<file path="src/rtl/loop_ctl_pkg.sv">
// Shared types and default widths for the loop-control stage.
// Optional iteration counter: LOOP_CTL_ITER_CNT_EN.
package loop_ctl_pkg;

  localparam int LC_WIDTH = 16;
  localparam int II_WIDTH = 8;

  typedef enum logic [1:0] {
    IDLE,
    RUN,
    DONE
  } state_t;

endpackage

</file>
<file path="src/rtl/loop_ii_counter.sv">
// Initiation-interval pacing counter; emits op in the last
// unstalled cycle of each II window. Held at zero while clear.
module loop_ii_counter
  import loop_ctl_pkg::*;
#(
  parameter int iiwidth = II_WIDTH
) (
  input  logic               clk,
  input  logic               reset,
  input  logic               clear,
  input  logic               stall,
  input  logic [iiwidth-1:0] ii_q,
  output logic               op
);

  logic [iiwidth-1:0] ii_cnt;
  logic               last;

  assign last = (ii_cnt == ii_q - iiwidth'(1));
  assign op   = last & ~stall & ~clear;

  always_ff @(posedge clk) begin
    if (reset || clear) begin
      ii_cnt <= '0;
    end else if (!stall) begin
      ii_cnt <= last ? '0 : ii_cnt + iiwidth'(1);
    end
  end

endmodule

</file>
<file path="src/rtl/loop_ctl.sv">
// Loop-control stage around brf: owns LC, paces ops at II.
// Optional iter_cnt output when LOOP_CTL_ITER_CNT_EN is defined.
module loop_ctl
  import loop_ctl_pkg::*;
#(
  parameter int lcwidth = LC_WIDTH,
  parameter int iiwidth = II_WIDTH
) (
  input  logic               clk,
  input  logic               reset,
  input  logic               start,
  input  logic [lcwidth-1:0] lc_init,
  input  logic [iiwidth-1:0] ii,
  input  logic               stall,
  output logic               op,
  output logic               running,
  output logic [lcwidth-1:0] lc,
  input  logic [lcwidth-1:0] lc_out,
  input  logic               lc_enable,
  input  logic               p,
  input  logic               p_enable,
  output logic               busy,
  output logic               done
`ifdef LOOP_CTL_ITER_CNT_EN
  ,
  output logic [lcwidth:0]   iter_cnt
`endif
);

  state_t             state_q;
  state_t             state_d;
  logic               accept;
  logic [iiwidth-1:0] ii_q;

  always_comb begin
    state_d = state_q;
    accept  = 1'b0;
    unique case (state_q)
      IDLE: begin
        if (start) begin
          state_d = RUN;
          accept  = 1'b1;
        end
      end
      RUN: begin
        if (p_enable && !p) begin
          state_d = DONE;
        end
      end
      DONE: begin
        state_d = IDLE;
      end
      default: begin
        state_d = IDLE;
      end
    endcase
  end

  assign running = (state_q == RUN);
  assign done    = (state_q == DONE);
  assign busy    = running | done;

  // LC write-back still lands in the exit cycle.
  always_ff @(posedge clk) begin
    if (reset) begin
      state_q <= IDLE;
      lc      <= '0;
      ii_q    <= iiwidth'(1);
    end else begin
      state_q <= state_d;
      if (accept) begin
        lc   <= lc_init;
        ii_q <= (ii == '0) ? iiwidth'(1) : ii;
      end else if (running && lc_enable) begin
        lc <= lc_out;
      end
    end
  end

  loop_ii_counter #(
    .iiwidth(iiwidth)
  ) u_ii (
    .clk  (clk),
    .reset(reset),
    .clear(~running),
    .stall(stall),
    .ii_q (ii_q),
    .op   (op)
  );

`ifdef LOOP_CTL_ITER_CNT_EN
  always_ff @(posedge clk) begin
    if (reset || accept) begin
      iter_cnt <= '0;
    end else if (op && (iter_cnt != '1)) begin
      iter_cnt <= iter_cnt + (lcwidth+1)'(1);
    end
  end
`endif

endmodule

</file>
<file path="config.mk">
export PLATFORM = sky130hd
export DESIGN_NAME = loop_ctl
export DESIGN_NICKNAME = d
export VERILOG_FILES = /design/src/rtl/loop_ctl_pkg.sv /design/src/rtl/loop_ii_counter.sv /design/src/rtl/loop_ctl.sv
export SDC_FILE = /design/constraint.sdc
export NUM_CORES = 1
export LEC_CHECK = 0
export ABC_CLOCK_PERIOD_IN_PS = 3100
export CORE_MARGIN = 5
export CORE_UTILIZATION = 46
export CTS_BUF_LIST = sky130_fd_sc_hd__clkbuf_4
export DETAILED_ROUTE_END_ITERATION = 8
export PLACE_DENSITY_LB_ADDON = 0.2
export SLEW_MARGIN = 20
export SYNTH_ARGS = -nofsm -noshare
export SYNTH_HDL_FRONTEND = slang
export SYNTH_SLANG_ARGS = --single-unit
</file>
<file path="constraint.sdc">
create_clock -name clk -period 3.1 [get_ports clk]
set_clock_uncertainty 0.05 [all_clocks]
set_input_delay 0.62 -clock clk [delete_from_list [all_inputs] [get_ports clk]]
set_output_delay 0.62 -clock clk [all_outputs]
set_load 0.02 [all_outputs]
</file>
==> impl_metrics.ini, run 1 <==
[power_and_ir_drop]
power.density_nw_per_um2 = 478
p_sw_share_pct = 34.5
p_leak_nw = 0.997
internal-power_mw = 0.800
comb_power_share_pct = 38.6
ir_drop_mv = 0.313
p_sw_mw = 0.422
clockPowerShare_pct = 18.6
seqPwrFrac_pct = 42.7

[drt]
wl_mm = 4.36
ant_nets = 0
vias_per_cell = 5.08
drt-pass1-iter-count = 4
vias = 1741
drt_iter0_markers = 84
wl_per_cell_um = 12.7
drc = 0

[clocking]
cts_made_buffers = 5
cts_tree = built
clock_path_buffers = 2
clock_sinks = 34
cts-root-buf = clkbuf_4
clkTransAtPathRegs_ps = 100
cts_hold_buf = 0
htreeDepth = 2
clock_latency_ps = 340

[setup_path]
arrival_ps = 2130
critPathKind = reg -> out
cp-start-kind = flop
cp_slowest_cell = dfxtp_1
cp.required_ps = 2430
crit_path_end_kind = primary output
cp_num_buf_inv = 2
slowest_delay_ps = 320
rr_startpoint = ii_q[0]
cp_cell_sequence = buf_4 -> or2_1 -> nor4_1 -> xnor2_1 -> nand4_1 -> nor3_4 -> and2_1 -> buf_2
crit_fanout = 5
timing.critical_path.from = ii_q[0]
crit_family = simple AND/OR/NAND/NOR gates

[sta]
fmax_mhz = 357
tns_ps = 0
rsz0062_at_grt = no
relSlewSlack_pct = 71.1
setup_viol = 0
tightest_slew_ps = 434
finalHoldViolCount = 0
period_minus_slack_ps = 2800
fin_crit_sh_pct = 90.3
slew_viol_final = 0

[cells_and_area]
fin_area_um2 = 2560
fin_nets = 347
drive_gt1_share_pct = 6.10
syn_to_final_growth_pct = 43.0
utilization_pct = 68.8
antenna_cells = 0

[global_routing]
grt_overflow = 0
grt_usage_pct = 17.8
grt_pass1_vias = 1668
grt_pass1_wl_mm = 7.27
grt_max_degree = 33
grt_antenna_before_repair = 0

[placement]
gp_congestion = 0.773
post-dp-hpwl_mm = 3.25
portBuffers = 66
place_area_um2 = 2510

[synth]
ys_seq_area_share_pct = 38.1
avgSynthCellArea_um2 = 7.84
synth-seq-cells = 34
syn_nets = 281
yosysWarnings = 0
ys_types = 32
synthCells = 228
netlist_area_um2 = 1790

[min_path]
hold_class = reg -> reg
hp-start = ii_q[7]

[die]
die_x_um = 72.3
die_h_um = 72.3
die_area_um2 = 5230
fp-row-count = 22
start_util_pct = 48.1
coreArea_um2 = 3720
io_pins = 67

[flow_run]
maxCapViolations = 0

[run_status]
status = finished clean
[cells in the mapped netlist, drive strengths merged]
cell,number,area [um^2]
a32o,2,20.0
nor3b,1,7.51
a311oi,17,149
and3b,2,17.5
xor2,4,35.0
nor2,30,113
and3,1,6.26
o21bai,1,7.51
clkbuf,10,37.5
nor3,4,31.3
inv,4,15.0
nor2b,6,37.5
a31o,1,8.76
or2,3,18.8
a2111oi,1,15.0
a211o,2,17.5
a21o,1,7.51
ha,6,75.1
nand4,2,12.5
nand2b,1,6.26
xnor2,12,105
nor4,3,33.8
nand2,56,210
dfxtp,34,681
nand3,4,20.0
buf,4,15.0
o21ai,1,5.00
o31ai,1,7.51
and2,2,12.5
a21oi,12,60.1
[registers in the layout (all words and copies together) (netlist names)]
register and flops:
lc 16, ii_q 8, u_ii.ii_cnt 8, state_q 2
[per-stage QoR]
stage                     instances  hold WS, ps  worst slack, ps  total power [mW]
after detailed placement        335          418             97.4              1.01
after global routing            343          474             97.4              1.31
after floorplan                 228          398              478             0.807
after global placement          335          409              146              1.00
after CTS                       343          448             42.3              1.24
final                           343          436              301              1.22
[kinds of logic after synthesis]
group	share of synthesized area (%)
AOI/OAI and AO/OA	16.7
xor gates and xnor gates	7.84
adders and majority gates	4.20
buffers and inverters	3.78
DFF	38.1
and+or+nand+nor	29.5
[cells in the final DEF (no fill, tap or decap), types with 3 or more instances in the layout]
master	instances
nor2_1	30
nand2_1	56
a311oi_1	17
dfxtp_1	33
nor2b_1	6
nand3_1	4
ha_1	5
clkbuf_4	5
xor2_1	4
buf_4	7
nor3_1	3
clkinv_1	3
inv_1	4
or2_1	3
clkdlybuf4s50_1	65
xnor2_1	12
a21oi_1	12
[power by group through the flow]
stage	clock, mW	combinational (mW)	sequential [mW]
2_1_floorplan	0	0.233	0.574
3_5_place_dp	0	0.477	0.533
5_1_grt	0.258	0.524	0.530
6_report	0.228	0.472	0.522
4_1_cts	0.237	0.478	0.523
3_3_place_gp	0	0.472	0.530
[repair_timing]
action | 4_1_cts | 5_1_grt
pin swaps | 0 | 0
setup endpoints to repair | 1 | 1
buffers inserted | 0 | 0
resized for setup | 3 | 3
[layer usage]
layer / GRT usage (%) / wire (um)
met5: 0 / 0
met2: 30.6 / 2130
met1: 18.9 / 1790
met3: 8.45 / 372
met4: 6.26 / 66
[final timing paths]
path / endpoint / slack (ps) / cells past startpoint
max: op / 300 / 8
min: ii_q[7] / 440 / 2
max reg2reg: u_ii.ii_cnt[7] / 1110 / 8
min reg2reg: ii_q[7] / 440 / 2
[cell type report]
| type | count | area (um^2) |
|---|---|---|
| repair buffers | 73 | 708 |
| inverters | 4 | 15.0 |
| clock inverters | 3 | 11.3 |
| clock buffers | 5 | 37.5 |
| well taps | 48 | 60.1 |
| flip-flops and latches | 34 | 682 |
| fillers | 319 | 1160 |
| multi-input cells | 176 | 1040 |
[worst register-to-register path: cells and delay by family (launching register included)]
family | cells | cell delay [ps]
buf+inv | 2 | 310
simple gates | 5 | 1030
xor+xnor | 1 | 180
flops | 1 | 320
Power figures use the tool's default switching activity.
==> run 2: changes to the inputs <==
--- a/config.mk
+++ b/config.mk
@@ -6,11 +6,13 @@
 export NUM_CORES = 1
 export LEC_CHECK = 0
 export ABC_CLOCK_PERIOD_IN_PS = 3100
+export CELL_PAD_IN_SITES_DETAIL_PLACEMENT = 0
+export CELL_PAD_IN_SITES_GLOBAL_PLACEMENT = 2
 export CORE_MARGIN = 5
-export CORE_UTILIZATION = 46
+export CORE_UTILIZATION = 25
 export CTS_BUF_LIST = sky130_fd_sc_hd__clkbuf_4
 export DETAILED_ROUTE_END_ITERATION = 8
-export PLACE_DENSITY_LB_ADDON = 0.2
+export PLACE_DENSITY_LB_ADDON = 0.25
 export SLEW_MARGIN = 20
 export SYNTH_ARGS = -nofsm -noshare
 export SYNTH_HDL_FRONTEND = slang
==> impl_metrics.ini, run 2 (synthesized netlist as in run 1, its figures left out) <==
[sta]
tns_ps = 0
fin_crit_sh_pct = 93.3
tightest_slew_ps = 656
finalHoldViolCount = 0
fmax_mhz = 346
relSlewSlack_pct = 56.3
period_minus_slack_ps = 2890
rsz0062_at_grt = no
setup_viol = 0
slew_viol_final = 0

[die]
fp-row-count = 30
io_pins = 67
start_util_pct = 26.0
die_x_um = 94.6
die_area_um2 = 8940
coreArea_um2 = 6870
die_h_um = 94.6

[flow_run]
maxCapViolations = 0

[placement]
portBuffers = 66
post-dp-hpwl_mm = 3.67
gp_congestion = 0.762

[cells_and_area]
drive_gt1_share_pct = 6.76
utilization_pct = 38.3
fillers = 720
final_cell_mix = 65 x clkdlybuf4s50_1, 56 x nand2_1, 34 x dfxtp_1, 30 x nor2_1, 17 x a311oi_1
largest_reg_flops = 16
reg_top3 = lc: 16 flops, ii_q: 8 flops, u_ii.ii_cnt: 8 flops
antenna_cells = 0
largest_register = lc
fin_nets = 349
syn_to_final_growth_pct = 47.2
final_common_cell = clkdlybuf4s50_1

[clocking]
cts_tree = built
cts-root-buf = clkbuf_4
clkTransAtPathRegs_ps = 110
clock_path_buffers = 2
clock_sinks = 34
htreeDepth = 2
clock_latency_ps = 330
post_cts.repair.setup_buffers = 0
cts_made_buffers = 5

[power_and_ir_drop]
internal-power_mw = 0.824
p_leak_nw = 1.01
p_sw_mw = 0.423
ir_drop_mv = 0.193
p_sw_share_pct = 33.9
power.density_nw_per_um2 = 474
total_power_mw = 1.25
seqPwrFrac_pct = 41.9
clockPowerShare_pct = 19.7
comb_power_share_pct = 38.4

[drt]
vias = 1714
vias_per_cell = 4.37
wl_mm = 4.89
drt_iter0_markers = 33
wl_per_cell_um = 12.5
ant_nets = 0
drt-pass1-iter-count = 4
drc = 0

[setup_path]
critPathKind = reg -> out
crit_fanout = 5
timing.critical_path.from = ii_q[1]
rr_endpoint = u_ii.ii_cnt[7]
rr_startpoint = ii_q[1]
r2r_slack_ps = 1000
cp-start-kind = flop
crit_path_end_kind = primary output
rr_worst_depth = 9
cp.required_ps = 2430
arrival_ps = 2220

[min_path]
min_to = ii_q[7]
hold_class = reg -> reg
hold_depth = 2
hp-start = ii_q[7]

[global_routing]
grt_pass1_wl_mm = 8.27
grt_overflow = 0
grt_max_degree = 33
grt_usage_pct = 11.7
grt_antenna_before_repair = 0
grt_pass1_vias = 1748

[run_status]
status = finished clean
==> run 2: cell types whose count changed in the layout (fill, tap and decap cells not counted), sizes merged <==
cell,change
buf,+1
clkinv,-3
clkbuf,+3
==> run 2: routing by layer <==
metal  global-route usage (%)  up-vias  share of wire [%]
li1                         -      914                  -
met1                     14.2      753                 43
met2                     18.8       45                 47
met3                     5.58        2                9.2
met4                     2.88        0               0.55
met5                        0        -                  0
==> run 2: how the worst max path moves through the flow <==
stage,to,cells past startpoint
final,op,9
after global routing,op,10
after CTS,op,9
after detailed placement,op,9
after global placement,op,9
after floorplan,op,9
==> run 2: what timing repair did <==
item / 4_1_cts / 5_1_grt
gates cloned: 0 / 0
gates resized for setup: 1 / 2
hold buffers: 0 / 0
setup endpoints to repair: 1 / 1
endpoints found under the hold margin: 0 / 0
==> run 2: power groups by stage <==
stage                     Clock, mW  Combinational [mW]  Sequential, mW
after floorplan                   0               0.233           0.574
after global placement            0               0.492           0.532
after detailed placement          0               0.489           0.533
after CTS                     0.263               0.491           0.524
after global routing          0.283               0.533           0.532
final                         0.246               0.479           0.523
==> run 2: layout make-up <==
class | count | area, um^2 | share of cell area, %
multi-input combinational | 176 | 1040 | 39.5
timing repair buffer | 75 | 723 | 27.5
sequential | 34 | 681 | 25.9
tap | 96 | 120 | 4.56
clock buffer | 7 | 52.6 | 2.00
inverter | 4 | 15.0 | 0.571
==> run 2: critical path, cell delays in order (launching register included) <==
cell      delay (ps)
dfxtp_1          400
inv_1             60
ha_1             250
o21bai_1         180
a211o_1          290
a21oi_1          130
nor2_1            90
nor3_4           200
and2_1           140
clkbuf_2         160
==> run 2: per-stage QoR <==
| step | instances | worst slack, ps | area (um^2) | hold slack [ps] |
|---|---|---|---|---|
| after global routing | 392 | 40.5 | 2630 | 449 |
| after floorplan | 228 | 478 | 1790 | 398 |
| final | 392 | 208 | 2630 | 424 |
| after global placement | 385 | 139 | 2580 | 410 |
| after CTS | 392 | 7.48 | 2640 | 432 |
| after detailed placement | 385 | 124 | 2580 | 417 |
